<file path="src/rtl/pipe_stage_reg.sv">
// Pipeline stage register with valid bit, hazard stall/flush and event counters.
// Optional: define CLEAR_DATA_ON_FLUSH_EN to zero data/dst on a flush bubble.
module pipe_stage_reg #(
  parameter int CTRL_W   = 3,
  parameter int DWL      = 32,
  parameter int NUM_DATA = 2,
  parameter int AWL      = 6,
  parameter int CNT_W    = 16
) (
  input  logic                    CLK,
  input  logic                    RST_N,
  input  logic                    STALL,
  input  logic                    FLUSH,
  input  logic                    CNT_CLR,
  input  logic                    VALID_IN,
  input  logic [CTRL_W-1:0]       CTRL_IN,
  input  logic [NUM_DATA*DWL-1:0] DATA_IN,
  input  logic [AWL-2:0]          DST_IN,
  output logic                    VALID_OUT,
  output logic [CTRL_W-1:0]       CTRL_OUT,
  output logic [NUM_DATA*DWL-1:0] DATA_OUT,
  output logic [AWL-2:0]          DST_OUT,
  output logic [CNT_W-1:0]        STALL_CNT,
  output logic [CNT_W-1:0]        FLUSH_CNT
);

  if (NUM_DATA < 1 || NUM_DATA > 4 || CNT_W < 1) begin : g_param_err
    $error("pipe_stage_reg: NUM_DATA must be 1..4 and CNT_W >= 1");
  end

  logic                    r_valid;
  logic [CTRL_W-1:0]       r_ctrl;
  logic [NUM_DATA*DWL-1:0] r_data;
  logic [AWL-2:0]          r_dst;
  logic [CNT_W-1:0]        r_stall_cnt;
  logic [CNT_W-1:0]        r_flush_cnt;

  logic [CTRL_W-1:0] w_ctrl_ld;
  logic              w_stall_ev;
  logic              w_flush_ev;
  logic              w_stall_sat;
  logic              w_flush_sat;

  // Invalid instructions never carry asserted control downstream.
  assign w_ctrl_ld   = VALID_IN ? CTRL_IN : '0;
  assign w_stall_ev  = STALL & ~FLUSH;
  assign w_flush_ev  = FLUSH & r_valid;
  assign w_stall_sat = &r_stall_cnt;
  assign w_flush_sat = &r_flush_cnt;

  // Valid/control: flush inserts a bubble, stall holds, otherwise load.
  always_ff @(posedge CLK or negedge RST_N) begin
    if (!RST_N) begin
      r_valid <= 1'b0;
      r_ctrl  <= '0;
    end else if (FLUSH) begin
      r_valid <= 1'b0;
      r_ctrl  <= '0;
    end else if (!STALL) begin
      r_valid <= VALID_IN;
      r_ctrl  <= w_ctrl_ld;
    end
  end

  // Data/destination: held on flush unless bubbles are fully cleared.
  always_ff @(posedge CLK or negedge RST_N) begin
    if (!RST_N) begin
      r_data <= '0;
      r_dst  <= '0;
`ifdef CLEAR_DATA_ON_FLUSH_EN
    end else if (FLUSH) begin
      r_data <= '0;
      r_dst  <= '0;
`else
    end else if (FLUSH) begin
      r_data <= r_data;
      r_dst  <= r_dst;
`endif
    end else if (!STALL) begin
      r_data <= DATA_IN;
      r_dst  <= DST_IN;
    end
  end

  // Stall-cycle counter, saturating; clear wins over increment.
  always_ff @(posedge CLK or negedge RST_N) begin
    if (!RST_N) begin
      r_stall_cnt <= '0;
    end else if (CNT_CLR) begin
      r_stall_cnt <= '0;
    end else if (w_stall_ev && !w_stall_sat) begin
      r_stall_cnt <= r_stall_cnt + CNT_W'(1);
    end
  end

  // Killed-instruction counter; flushing a bubble is not counted.
  always_ff @(posedge CLK or negedge RST_N) begin
    if (!RST_N) begin
      r_flush_cnt <= '0;
    end else if (CNT_CLR) begin
      r_flush_cnt <= '0;
    end else if (w_flush_ev && !w_flush_sat) begin
      r_flush_cnt <= r_flush_cnt + CNT_W'(1);
    end
  end

  assign VALID_OUT = r_valid;
  assign CTRL_OUT  = r_ctrl;
  assign DATA_OUT  = r_data;
  assign DST_OUT   = r_dst;
  assign STALL_CNT = r_stall_cnt;
  assign FLUSH_CNT = r_flush_cnt;

endmodule

</file>
<file path="config.mk">
export PLATFORM = sky130hd
export DESIGN_NAME = pipe_stage_reg
export DESIGN_NICKNAME = d
export VERILOG_FILES = /design/src/rtl/pipe_stage_reg.sv
export SDC_FILE = /design/constraint.sdc
export NUM_CORES = 1
export LEC_CHECK = 0
export CAP_MARGIN = 20
export CORE_UTILIZATION = 47
export CTS_CLUSTER_SIZE = 24
export DETAILED_ROUTE_END_ITERATION = 10
export PLACE_DENSITY = 0.86
export SLEW_MARGIN = 20
export SYNTH_ARGS = -nofsm -noshare
export SYNTH_HDL_FRONTEND = slang
export SYNTH_SLANG_ARGS = --single-unit
export TNS_END_PERCENT = 50
</file>
<file path="constraint.sdc">
create_clock -name CLK -period 3.66 [get_ports CLK]
set_input_delay 0.549 -clock CLK [delete_from_list [all_inputs] [get_ports CLK]]
set_output_delay 0.549 -clock CLK [all_outputs]
set_load 0.01 [all_outputs]
</file>
==> impl_metrics.toml, run 1 <==
[status]
outcome = "finished clean"

[timing]
setup_violations = 0
timing.fmax_mhz = 386
finalWorstSetupSlack_ns = 1.07
period_share_pct = 70.8
worst_hold_slack_ns = 0.208
fin_worst_skew_ns = 0.00875
worstMarginPinSlew_ns = 0.785
final-max-slew-violation-count = 0
rsz0062_at_grt = "false"
setup-tns-final_ns = 0
period_minus_slack_ns = 2.59
hold_viol = 0
max-slew-margin-rel_pct = 47.5

[worst_setup_path]
cp-end-kind = "flip-flop"
required_ns = 3.91
path_class = "input pin to flip-flop"
critPathMaxFanout = 13
regToRegSetupSlack_ns = 1.45
critPathLaunchType = "input pin"
arrival_ns = 2.84

[global_route]
grt_pass1_vias = 3853
antenna_found_initial = 0
grt_max_degree = 57
grt_pass1_wl_um = 18500
grt_usage_pct = 23.5
grt_overflow_total = 0

[flow_run]
drv_cap = 0

[detailed_routing]
drc = 0
vias_per_cell = 5.42
ant_nets = 0
vias = 3688
wire_per_inst_um = 16.6
first_pass_iters = 4
drt-total-wl_um = 11300
drt-initial-drc-count = 95

[floorplan]
die_w_um = 100
start_util_pct = 48.8
row_count = 35
die_height_um = 100
coreArea_sq_um = 9280
ios = 183
die_area_sq_um = 10000

[final_layout]
final_cell_mix = "clkdlybuf4s50_1 (181), dfrtp_1 (105), mux2_2 (69), a21oi_1 (27)"
multi_input_area_sq_um = 1820
nets = 626
seq_area_sq_um = 2630
synthToLayoutAreaGrowth_pct = 47.9
final_common_cell = "clkdlybuf4s50_1"
drive_above_1_share_pct = 17.2
fill_cells = 670
antenna_cells = 0
stdcell_count = 680

[pwr]
total_power_mw = 2.60
power_density_nw_per_um2 = 389
power_leakage_nw = 2.63
irDropWorstVdd_uv = 279

[logic_synthesis]
async_flop_share_pct = 100
syn_area_per_cell_sq_um = 12.4
syn-num-nets = 444
yosysWarnings = 0
ys_ff_latch = 105
synth_cell_types = 38
seq_area_frac_synth_pct = 58.0
syn_area_sq_um = 4530
synth_ff_type = "dfrtp_1"
synth_edf_count = 0
syn_inst = 364

[place]
placed_cells = 664
post-place-ws_ns = 0.691
io_buffers = 182
gp_congestion = 0.832
dp_hpwl_um = 8360

[clock_network]
clockBufferDepth = 2
tritoncts = "built"
clk_pin_slew_ns = 0.10
cts_root_buf = "clkbuf_8"
cts_setup_buffers = 0
htreeDepth = 3
cts_resized = 0
clkLatencyLatePin_ns = 0.36
cts_made_buffers = 9
ctsHoldBuffers = 0
cts.sinks = 105

[worst_hold_path]
hold_path_class = "input pin to asynchronous set/reset pin"
[worst max-delay path, cell delays in order]
cell             delay, ns
clkdlybuf4s50_1       0.46
buf_4                 0.17
nand2_1               0.25
or4_1                 0.69
nor4b_1               0.36
mux2_1                0.36
[report_power, final]
| group | switching (mW) | total, mW | internal, mW |
|---|---|---|---|
| sequential | 0.0636 | 1.34 | 1.27 |
| clock | 0.427 | 0.690 | 0.263 |
| combinational | 0.210 | 0.577 | 0.367 |
[Yosys cell counts (2+ instances only)]
cell type  number  share of area, %
nor3_1          8              0.88
nor4_1          4              0.55
or4_1          16               2.7
and4_1          4              0.77
ha_1            2              0.55
nand2b_1        3              0.41
nor2_1         14               1.2
a21oi_1        27               3.0
o21ai_0         6              0.66
clkbuf_1       14               1.2
nand4_1         7              0.97
buf_2           4              0.44
mux2_2         69                17
nand3_1        14               1.5
mux2_1          4              0.99
inv_1           3              0.25
nor2b_1         5              0.69
or3_1          11               1.5
dfrtp_1       105                58
nand2_1        11              0.91
o31ai_1        16               2.7
[final cells by class]
type,instances,share of cell area (%)
inverters,3,0.168
well taps,129,2.41
multi-input cells,237,27.1
flip-flops and latches,105,39.2
clock buffers,9,1.85
clock inverters,7,0.934
repair buffers,190,28.3
[kinds of logic (layout without fill, tap and decap cells)]
kind of cell               after synthesis  after routing  synth area share [%]
DFF                                    105            105                  58.0
buffers and inverters                   22            209                  2.02
and+or+nand+nor                        106            106                  13.7
AOI/OAI and AO/OA                       55             55                  7.35
adders and majority gates                2              2                 0.553
muxes                                   74             74                  18.4
[flip-flops by register name, indices dropped and copies added, names as in the netlist]
signal	count
DST_OUT	5
DATA_OUT	64
STALL_CNT	16
VALID_OUT	1
FLUSH_CNT	16
CTRL_OUT	3
[worst paths after layout]
| kind | from | to | cells past startpoint |
|---|---|---|---|
| worst max-delay path | FLUSH | FLUSH_CNT[15] | 6 |
| worst min-delay path | RST_N | STALL_CNT[11] | 1 |
| worst max register to register | VALID_OUT | FLUSH_CNT[15] | 4 |
| worst min register to register | DATA_OUT[9] | DATA_OUT[9] | 1 |
| max in group asynchronous | RST_N | DATA_OUT[1] | 2 |
| min in group CLK | DATA_OUT[9] | DATA_OUT[9] | 1 |
[stage by stage]
step,area [sq um],util (%)
floorplan,4530,-
detailed placement,6510,70.1
CTS,6700,72.1
global placement,6510,70.1
finish,6700,72.1
global route,6700,72.1
[layer usage]
| layer | routed length [um] | GRT usage, % | vias to the layer above |
|---|---|---|---|
| li1 | - | - | 1714 |
| met1 | 4340 | 27.0 | 1812 |
| met2 | 5880 | 41.3 | 147 |
| met3 | 899 | 7.59 | 15 |
| met4 | 148 | 7.69 | 0 |
| met5 | 0 | 0 | - |
(Power assumes the default switching activity.)
==> run 2, diff against run 1 <==
CORE_UTILIZATION = 39   (was 47)
PLACE_DENSITY = 0.76   (was 0.86)
clock period = 2.15 ns   (was 3.66 ns; I/O delays follow)
==> run 2 against run 1 <==
  * Utilization fell by 9.0 points
  * Worst hold slack improved by 0.30 ns
  * Final cell count rose by 4.3%
  * First-iteration DRC count rose by 92%
  * Count of clock-buffer cells in the layout rose by 4
  * Largest cell class unchanged
  * Highest routed layer unchanged
==> impl_metrics.toml, run 2 (synthesized netlist as in run 1, its figures left out) <==
[status]
outcome = "finished clean"

[pwr]
power_leakage_nw = 2.77
irDropWorstVdd_uv = 498
total_power_mw = 4.84
power_density_nw_per_um2 = 692

[final_layout]
final_area_sq_um = 6990
final_common_cell = "clkdlybuf4s50_1"
multi_input_area_sq_um = 1830
drive_above_1_share_pct = 19.9
nets = 645
synthToLayoutAreaGrowth_pct = 54.3
final_cell_mix = "clkdlybuf4s50_1 (181), dfrtp_1 (105), mux2_2 (69), a21oi_1 (27), buf_4 (24)"
antenna_cells = 0
fill_cells = 882
seq_area_sq_um = 2630
largest_reg_flops = 64

[global_route]
grt_pass1_vias = 3902
grt_usage_pct = 20.5
antenna_found_initial = 0
grt_pass1_wl_um = 19000
grt_overflow_total = 0
grt_max_degree = 43

[worst_setup_path]
arrival_ns = 2.26
cp_slowest_stage_delay_ns = 0.47
worstPathCellList = "ha_1, nand4_1, or3_4, or4_1, a21oi_1"
cp_num_buf_inv = 0
cp-end-kind = "flip-flop"
reg2regPathDepth = 5
critPathLaunchType = "flip-flop"
cpLargestDelayFamily = "simple AND/OR/NAND/NOR gates"
r2r_end = "FLUSH_CNT[10]"
timing.rr.start = "FLUSH_CNT[0]"
worst_path_max_delay_cell = "or3_4"
regToRegSetupSlack_ns = 0.15
path_class = "flip-flop to flip-flop"
critPathMaxFanout = 7
required_ns = 2.41

[floorplan]
coreArea_sq_um = 11100
start_util_pct = 40.9
ios = 183
die_w_um = 110
die_height_um = 110
die_area_sq_um = 12000
row_count = 38

[place]
post-place-ws_ns = -0.170
dp_hpwl_um = 8660
gp_congestion = 0.816
io_buffers = 182
place_area_sq_um = 6680

[timing]
worst_hold_slack_ns = 0.506
fin_worst_skew_ns = 0.00294
rsz0062_at_grt = "true"
worstMarginPinSlew_ns = 0.547
period_share_pct = 93.2
timing.fmax_mhz = 499
setup_violations = 0
period_minus_slack_ns = 2.00
final-max-slew-violation-count = 0
max-slew-margin-rel_pct = 63.5
hold_viol = 0
finalWorstSetupSlack_ns = 0.147

[clock_network]
htreeDepth = 3
clkLatencyLatePin_ns = 0.34
cts_root_buf = "clkbuf_16"
cts_made_buffers = 9
clk_pin_slew_ns = 0.07
clockBufferDepth = 2
tritoncts = "built"
cts.sinks = 105

[detailed_routing]
vias_per_cell = 5.40
first_pass_iters = 4
wire_per_inst_um = 16.7
drc = 0
vias = 3832
drt-initial-drc-count = 182
ant_nets = 0
drt-total-wl_um = 11800

[worst_hold_path]
hp-start = "DATA_OUT[29]"
hold_path_class = "flip-flop to flip-flop"
min_to = "DATA_OUT[29]"
hold_path_depth = 1

[flow_run]
drv_cap = 0
-- run 2: changes by cell type in the layout (fill, tap and decap cells not counted) --
| cell | delta |
|---|---|
| buf_4 | +16 |
| clkbuf_16 | +9 |
| clkbuf_8 | -6 |
| clkinv_4 | -3 |
| buf_12 | +2 |
| inv_8 | -2 |
| clkbuf_1 | +1 |
| clkinvlp_4 | +1 |
| dlygate4sd3_1 | +1 |
| inv_6 | -1 |
| nor4b_1 | -1 |
| nor4b_2 | +1 |
| or3_1 | -1 |
| or3_4 | +1 |
-- run 2: worst max-delay path by stage --
stage	startpoint	endpoint	slack [ns]	cells after the start
after floorplan	FLUSH_CNT[2]	FLUSH_CNT[15]	0.24	5
after global placement	FLUSH	FLUSH_CNT[15]	-0.09	5
after detailed placement	FLUSH	FLUSH_CNT[15]	-0.17	5
after CTS	FLUSH_CNT[0]	FLUSH_CNT[10]	0.11	5
after global routing	FLUSH_CNT[0]	FLUSH_CNT[10]	-0.002	5
final	FLUSH_CNT[0]	FLUSH_CNT[10]	0.15	5
-- run 2: layer usage --
layer	track usage (%)	wire [um]
met1	25.1	4800
met2	34.9	5910
met3	5.39	910
met4	7.43	198
met5	0	0
-- run 2: cell type report --
class / count / share of cell area [%]
clock buffers: 13 / 3.87
multi-input cells: 237 / 26.2
well taps: 140 / 2.51
flip-flops and latches: 105 / 37.6
repair buffers: 209 / 29.5
inverters: 3 / 0.161
clock inverters: 2 / 0.179
-- run 2: through the flow --
| step | std cells | TNS, ns | util, % |
|---|---|---|---|
| 6_report | 709 | 0 | 63.1 |
| 5_1_grt | 709 | -0.00150 | 63.1 |
| 4_1_cts | 709 | 0 | 63.0 |
| 3_5_place_dp | 693 | -0.587 | 60.3 |
| 3_3_place_gp | 693 | -0.311 | 60.3 |
| 2_1_floorplan | 364 | 0 | - |
-- run 2: repair_timing --
item,4_1_cts,5_1_grt
endpoints found under the hold margin,33,0
hold buffers,1,0
setup endpoints to repair,0,2
setup buffers,0,0
resized for setup,0,2
-- run 2: where the power goes --
part           internal (mW)  switching [mW]
clock network          0.873           0.682
logic                  0.641           0.362
registers               2.17           0.105
total                   3.69            1.15
